`src/rtl/fetch_unit.sv`:
```
// Parametrised PC / instruction-fetch stage.
// In-order memory requests, fall-through word FIFO, redirect flush.
module fetch_unit #(
  parameter int ADDR_W       = 16,
  parameter int INSTR_W      = 16,
  parameter int RESET_VECTOR = 10,
  parameter int PC_STEP      = 2,
  parameter int DEPTH        = 2
) (
  input  logic               Clock,
  input  logic               ResetN,
  input  logic               Enable,
  output logic               IMemReq,
  output logic [ADDR_W-1:0]  IMemAddr,
  input  logic               IMemValid,
  input  logic [INSTR_W-1:0] IMemData,
  input  logic               RedirectValid,
  input  logic [ADDR_W-1:0]  RedirectTarget,
  output logic               InstrValid,
  output logic [INSTR_W-1:0] Instr,
  output logic [ADDR_W-1:0]  InstrPC,
  input  logic               InstrReady,
  output logic               AlignErr
);

  localparam int CW = $clog2(DEPTH) + 1;
  localparam int PW = $clog2(DEPTH);
  localparam logic [ADDR_W-1:0] LOWM = ADDR_W'(PC_STEP - 1);
  localparam logic [ADDR_W-1:0] STEP = ADDR_W'(PC_STEP);
  localparam logic [ADDR_W-1:0] RVEC = ADDR_W'(RESET_VECTOR);
  localparam logic [CW:0]       DEP  = (CW+1)'(DEPTH);

  typedef enum logic [1:0] {BOOT, RUN, HOLD} state_e;

  state_e              state_q, state_d;
  logic [ADDR_W-1:0]   pc_q, pc_d;
  logic [CW-1:0]       infl_q, infl_d;
  logic [CW-1:0]       drop_q, drop_d;
  logic [CW-1:0]       fcnt_q, fcnt_d;
  logic [PW-1:0]       frd_q, frd_d;
  logic [PW-1:0]       fwr_q, fwr_d;
  logic [PW-1:0]       srd_q, srd_d;
  logic [PW-1:0]       swr_q, swr_d;
  logic                align_q, align_d;
  logic [INSTR_W-1:0]  fdat_q [DEPTH];
  logic [ADDR_W-1:0]   fpc_q  [DEPTH];
  logic [ADDR_W-1:0]   spc_q  [DEPTH];

  logic fempty, rsp_acc, rsp_drop, issue;
  logic pop, fpush, fpop, rsp_any;

  assign fempty   = (fcnt_q == '0);
  assign rsp_acc  = IMemValid && (drop_q == '0) && (infl_q != '0);
  assign rsp_drop = IMemValid && (drop_q != '0);
  assign rsp_any  = IMemValid && ((drop_q != '0) || (infl_q != '0));
  assign issue    = (state_q == RUN) && Enable && !RedirectValid
                 && (({1'b0, infl_q} + {1'b0, fcnt_q}) < DEP);

  // Empty FIFO lets an arriving word fall straight through to decode.
  assign InstrValid = (!fempty || rsp_acc) && !RedirectValid;
  assign Instr      = fempty ? IMemData : fdat_q[frd_q];
  assign InstrPC    = fempty ? spc_q[srd_q] : fpc_q[frd_q];
  assign pop        = InstrValid && InstrReady;
  assign fpush      = rsp_acc && !RedirectValid && !(fempty && pop);
  assign fpop       = pop && !fempty;

  assign IMemReq  = issue;
  assign IMemAddr = pc_q;
  assign AlignErr = align_q;

  always_comb begin
    state_d = state_q;
    unique case (state_q)
      BOOT:    state_d = RUN;
      RUN:     if (!Enable) state_d = HOLD;
      HOLD:    if (Enable) state_d = RUN;
      default: state_d = BOOT;
    endcase
  end

  always_comb begin
    pc_d    = pc_q;
    infl_d  = infl_q;
    drop_d  = drop_q;
    fcnt_d  = fcnt_q;
    frd_d   = frd_q;
    fwr_d   = fwr_q;
    srd_d   = srd_q;
    swr_d   = swr_q;
    align_d = align_q;
    if (RedirectValid) begin
      pc_d   = RedirectTarget & ~LOWM;
      infl_d = '0;
      drop_d = drop_q + infl_q - CW'(rsp_any);
      fcnt_d = '0;
      frd_d  = '0;
      fwr_d  = '0;
      srd_d  = '0;
      swr_d  = '0;
      if ((RedirectTarget & LOWM) != '0) align_d = 1'b1;
    end else begin
      if (issue) begin
        pc_d  = pc_q + STEP;
        swr_d = swr_q + PW'(1);
      end
      infl_d = infl_q + CW'(issue) - CW'(rsp_acc);
      drop_d = drop_q - CW'(rsp_drop);
      srd_d  = srd_q + PW'(rsp_acc);
      fwr_d  = fwr_q + PW'(fpush);
      frd_d  = frd_q + PW'(fpop);
      fcnt_d = fcnt_q + CW'(fpush) - CW'(fpop);
    end
  end

  always_ff @(posedge Clock or negedge ResetN) begin
    if (!ResetN) begin
      state_q <= BOOT;
      pc_q    <= RVEC;
      infl_q  <= '0;
      drop_q  <= '0;
      fcnt_q  <= '0;
      frd_q   <= '0;
      fwr_q   <= '0;
      srd_q   <= '0;
      swr_q   <= '0;
      align_q <= 1'b0;
    end else begin
      state_q <= state_d;
      pc_q    <= pc_d;
      infl_q  <= infl_d;
      drop_q  <= drop_d;
      fcnt_q  <= fcnt_d;
      frd_q   <= frd_d;
      fwr_q   <= fwr_d;
      srd_q   <= srd_d;
      swr_q   <= swr_d;
      align_q <= align_d;
    end
  end

  always_ff @(posedge Clock) begin
    if (fpush) begin
      fdat_q[fwr_q] <= IMemData;
      fpc_q[fwr_q]  <= spc_q[srd_q];
    end
    if (issue) spc_q[swr_q] <= pc_q;
  end

endmodule

```
`config.mk`:
```
export PLATFORM = sky130hd
export DESIGN_NAME = fetch_unit
export DESIGN_NICKNAME = d
export VERILOG_FILES = /design/src/rtl/fetch_unit.sv
export SDC_FILE = /design/constraint.sdc
export NUM_CORES = 1
export LEC_CHECK = 0
export BUFFER_PORTS_ARGS = -buffer_cell sky130_fd_sc_hd__buf_2
export CORE_UTILIZATION = 56
export DETAILED_ROUTE_END_ITERATION = 10
export GPL_TIMING_DRIVEN = 1
export HOLD_SLACK_MARGIN = 0.05
export PLACE_DENSITY = 0.8
export SYNTH_ARGS = -nofsm -noshare
export SYNTH_HDL_FRONTEND = slang
export SYNTH_SLANG_ARGS = --single-unit
```
`constraint.sdc`:
```
create_clock -name Clock -period 3.58 [get_ports Clock]
set_clock_uncertainty 0.15 [all_clocks]
set_input_delay 0.179 -clock Clock [delete_from_list [all_inputs] [get_ports Clock]]
set_output_delay 0.179 -clock Clock [all_outputs]
set_load 0.02 [all_outputs]
```
After elaboration in Yosys (flattened, before gate mapping)
Memory sizes are Yosys's and may differ from the RTL's.
Index checks and enable logic that the tools add are counted.

operators by class
  reduce and logical (&&, ||, !) cells = 26
  order comparisons = 1
  equality and inequality tests = 4
  add/sub/neg operators = 13
  muxes and demuxes = 19

operators by type and width
  operator               count
  $mux 16                4
  $add 16x2->16 const B  1
  $logic_and 1x1->1      13
  $mux 2                 5
  $mux 1                 9
  $sub 2x1->2            4
  $logic_not 2->1        3
  $pmux 2 s3             1
  $reduce_bool 2->1      3
  $add 2x1->2            2
  $ne 2x2->1 const B     2
  $reduce_and 2->1       2
  $add 1x1->1            3
  $add 2x2->3            1
  $logic_not 1->1        3
  $lt 3x2->1 const B     1
  $add 2x2->2            1
  $eq 2x1->1 const B     1
  $eq 2x2->1 const B     1
  $logic_or 1x1->1       2
  $add 1x1->1 const B    1

word-level totals
  output and inout bits = 51
  word-level logic and storage cells = 76
  RAM bits = 96
  memories = 3
  input port bits = 38
  register bits = 29

memories
  name    depth  bits a word  read ports  clocked after Yosys merged registers in  wr ports  line  source
  fdat_q  2      16           1           0                                        1         45    logic [INSTR_W-1:0] fdat_q [DEPTH];
  fpc_q   2      16           1           0                                        1         46    logic [ADDR_W-1:0] fpc_q [DEPTH];
  spc_q   2      16           1           0                                        1         47    logic [ADDR_W-1:0] spc_q [DEPTH];

Longest topological paths before layout
  depth after elaboration = 12
  depth in mapped cells = 10
  depth with buffers taken out = 9

Least setup slack after synthesis
Ideal clock, no wire load.

  kind = register -> register
  from = register infl_q[1]
  to = memory spc_q[0][10], enable pin
  slack = 827 ps
  cell stages (with the launch flop) = 8
  data required time = 3042 ps
  library setup time = 388 ps
  buffers on the path = 2
  arrival = 2215 ps
  period minus slack after synthesis = 2753 ps
  path through = dfrtp_1 -> inv_1 -> fa_1 -> and4b_1 -> buf_6 -> nand3_4 -> buf_6 -> nor2_1

on the way
  longest elaborated chain between the ends = 5

ends and longest elaborated chain
  what                          line  source
  start, declared               37    logic [CW-1:0] infl_q, infl_d;
  start signal, assigned        130   infl_q <= infl_d;
  $add 2x2->3                   57    && (({1'b0, infl_q} + {1'b0, fcnt_q}) < DEP);
  $lt 3x2->1                    57
  $logic_and 1x1->1             57
  $mux 1                        146   if (issue) spc_q[swr_q] <= pc_q;
  $mux 1 (not written as such)  146
  end, declared                 47

No other way between the ends.

Final worst setup path
  from = register fcnt_q[1]
  to = memory spc_q[1][5], enable pin

on the way
  longest elaborated chain between the ends = 5

ends and longest elaborated chain
  what                          line  source
  start, declared               39    logic [CW-1:0] fcnt_q, fcnt_d;
  start signal, assigned        132   fcnt_q <= fcnt_d;
  $add 2x2->3                   57
  $lt 3x2->1                    57
  $logic_and 1x1->1             57
  $mux 1                        146
  $mux 1 (not written as such)  146

No other way between the ends.

==> results.md <==
### Outcome
• status: completed

### Global route
• busiest grt layer: met2
• All-Layer GR Usage: 22.0%
• initial antenna violation count: 0
• met2 routing resource usage after global routing: 35.7%
• vias in the first global route: 3357
• grt total ovfl: 0
• GRT met3 Usage: 5.18%
• pin count of the biggest net entering global routing: 63
• met1 capacity usage during global routing: 29.4%
• first-pass GRT wire length: 16400 µm

### Detailed routing
• Routed Antenna Nets: 0
• drt pass-1 iters: 4
• via count: 3496
• starting DRC count in detailed routing: 156
• average wire per cell in the routed design: 15.8 µm
• number of design rule violations left after detail routing: 0
• number of vias per cell after detailed routing: 5.45
• total wire length: 10100 µm

### Clock network
• TritonCTS sink count: 120
• buffer cell driving the clock tree root: clkbuf_8
• clk slew on worst S/H paths: 0.06 ns
• Num CTS Buffers: 17
• CTS tree: built
• clock latency on the worst-skew pair: 0.51 ns
• number of setup buffers added after CTS: 0
• post-CTS resize count: 0
• Max Buffers Root-to-Sink: 2
• count of H-tree levels built during CTS: 4

### Timing
• worst slack on hold paths: 0.0744 ns
• max-slew violation total from the final report: 0
• worst slew margin relative to its limit: 34.8%
• worst slew pin tran: 0.978 ns
• total setup violations reported at the end of the flow: 0
• final worst slack: 0.522 ns
• unrepaired setup endpoints after global routing: no
• setup_tns: 0 ns
• Final Cycle Share: 85.4%
• Final Hold Violating Endpoints: 0
• Max Fclk: 327 MHz
• final critical delay including setup and external delays: 3.06 ns

### Yosys
• number of enable-type register cells in the synthesized netlist: 92
• number of instances in the synthesized netlist: 390
• Seq/Total Area, Yosys: 65.7%
• Syn Std Cell Area: 5280 µm²
• post-synthesis area per instance: 13.5 µm²
• synthesis warning total: 0
• ys async rst share: 23.3%
• Post-synth top flop: edfxtp_1
• count of different cell masters after synthesis: 46
• Seq cells post-synth: 120

### Critical path
• critical path class: reg2reg
• delay of the slowest cell on the worst path: 0.60 ns
• register-to-register setup slack: 0.52 ns
• depth of the worst register-to-register path: 6
• arrival time worst endpoint: 3.05 ns
• top cell family by delay on the critical path: simple AND/OR/NAND/NOR gates
• worst r2r src: fcnt_q[1]$_DFF_PN0_
• endpoint required time on the critical path: 3.57 ns
• largest driver fanout on the critical path: 15
• type of destination of the critical path: flip-flop
• cell chain of the critical path: inv_1 > fa_1 > and4b_1 > nand3_4 > inv_2 > and2_1
• Crit path buffers/inverters: 2
• Critical R2R Capture: spc_q[1][5]$_DFFE_PP_
• startpoint kind of the worst setup timing path: flip-flop
• slowest CP cell: and2_1

### Floorplanning
• area of the core region: 9200 µm²
• width of the die: 99.1 µm
• top-level I/O count: 89
• initial core utilization: 57.4%
• row cnt: 35
• height of the die: 99.1 µm
• Die Area: 9820 µm²

### Layout
• commonest non-fill, non-tap cells in the layout: 92 x edfxtp_1, 86 x buf_2, 46 x nand2_1
• area occupied by multi-input gates: 1660 µm²
• share of cells above drive strength 1: 27.7%
• antenna cells: 0
• most common cell after layout, fill and taps aside: edfxtp_1
• combined flip-flop and latch cell area: 3470 µm²
• final-layout fill cell count: 607
• area growth from synthesis to layout: 27.0%
• number of nets in the layout: 566

### Pwr
• net switching component of the power: 0.00105 W
• relative contribution of sequential cells to total power: 45.5%
• static leakage: 2.64 nW
• Sw Share: 27.3%
• worst vdd ir: 0.000357 V
• internal cell power: 0.00279 W
• pwr dens: 572 nW/µm²
• clock share of power: 39.4%
• portion of total power attributed to combinational logic: 15.1%

### Place
• placed wire-length estimate: 6300 µm
• IO Port Bufs: 86
• final weighted congestion of routability-driven global placement: 0.846
• worst slack at placement: 0.543 ns

### Worst hold path
• worst min-delay path class: in2async

### Run
• max_cap viols: 0

state kept, by name, indices dropped and copies added (netlist names):
register / flops
swr_q: 1
fwr_q: 1
fcnt_q: 2
srd_q: 1
state_q: 2
fpc_q: 30
AlignErr: 1
infl_q: 2
fdat_q: 32
frd_q: 1
spc_q: 30
drop_q: 2
IMemAddr: 15
layer usage:
metal	vias up	routed length, µm
met2	119	4870
met1	1662	4660
met5	-	0
met3	11	529
met4	0	80
li1	1704	-
cell type report:
type | count | area share, %
clock buffers | 17 | 6.18
multi-input cells | 235 | 24.7
well taps | 111 | 2.07
flip-flops and latches | 120 | 51.7
clock inverters | 15 | 1.90
inverters | 15 | 0.840
repair buffers | 128 | 12.5
repair_timing:
item / CTS / global route
endpoints found under the setup margin: 0 / 0
hold buffers: 38 / 0
hold endpoints to repair: 85 / 0
logic make-up (layout without fill, tap and decap cells):
| family | Yosys count | after routing | share of synthesized area [%] |
|---|---|---|---|
| and+or+nand+nor | 95 | 95 | 8.82 |
| muxes | 52 | 52 | 10.3 |
| xor gates and xnor gates | 10 | 10 | 1.66 |
| AOI/OAI and AO/OA | 65 | 65 | 7.63 |
| DFF | 120 | 120 | 65.7 |
| buffers and inverters | 36 | 175 | 3.13 |
| other | 1 | 2 | 0.0711 |
| adders and majority gates | 11 | 11 | 2.75 |
Yosys cell counts, types with 5 or more instances:
| cell | n | area, µm² |
|---|---|---|
| xnor2_1 | 8 | 70.1 |
| inv_1 | 14 | 52.6 |
| nand2_1 | 46 | 173 |
| edfxtp_1 | 92 | 2760 |
| dfrtp_1 | 26 | 651 |
| a21o_1 | 5 | 37.5 |
| mux2_2 | 17 | 191 |
| a221o_1 | 8 | 80.1 |
| o21ai_0 | 38 | 190 |
| ha_1 | 10 | 125 |
| mux2i_1 | 35 | 350 |
| buf_2 | 6 | 30.0 |
| clkbuf_1 | 10 | 37.5 |
| nor2_1 | 14 | 52.6 |
| nor3_1 | 5 | 25.0 |
| nand3_1 | 7 | 35.0 |
worst max path at each step:
stage                   startpoint                      to  slack, ns  depth (start not counted)
3_5_place_dp   fcnt_q[1]$_DFF_PN0_   spc_q[1][3]$_DFFE_PP_       0.54                          6
5_1_grt        fcnt_q[1]$_DFF_PN0_  spc_q[1][11]$_DFFE_PP_       0.34                          6
4_1_cts        fcnt_q[1]$_DFF_PN0_   spc_q[1][4]$_DFFE_PP_       0.52                          6
2_1_floorplan  infl_q[1]$_DFF_PN0_  spc_q[0][10]$_DFFE_PP_       0.83                          7
6_report       fcnt_q[1]$_DFF_PN0_   spc_q[1][5]$_DFFE_PP_       0.52                          6
3_3_place_gp   fcnt_q[1]$_DFF_PN0_   spc_q[1][3]$_DFFE_PP_       0.63                          6
metrics by stage:
stage	cell area [µm²]	power, W	cells	util (%)
finish	6700	0.00383	641	72.9
global placement	5780	0.00229	571	62.9
detailed placement	5780	0.00231	571	62.9
floorplan	5280	0.00213	391	-
CTS	6700	0.00386	641	72.9
global route	6700	0.00401	641	72.9
power groups by stage:
stage	Sequential [W]	Combinational (W)	Clock, W
2_1_floorplan	0.00175	0.000382	0
3_3_place_gp	0.00176	0.000533	0
3_5_place_dp	0.00177	0.000546	0
4_1_cts	0.00174	0.000581	0.00154
5_1_grt	0.00176	0.000637	0.00161
6_report	0.00174	0.000578	0.00151
No activity file was read; power rests on OpenSTA's default activity.
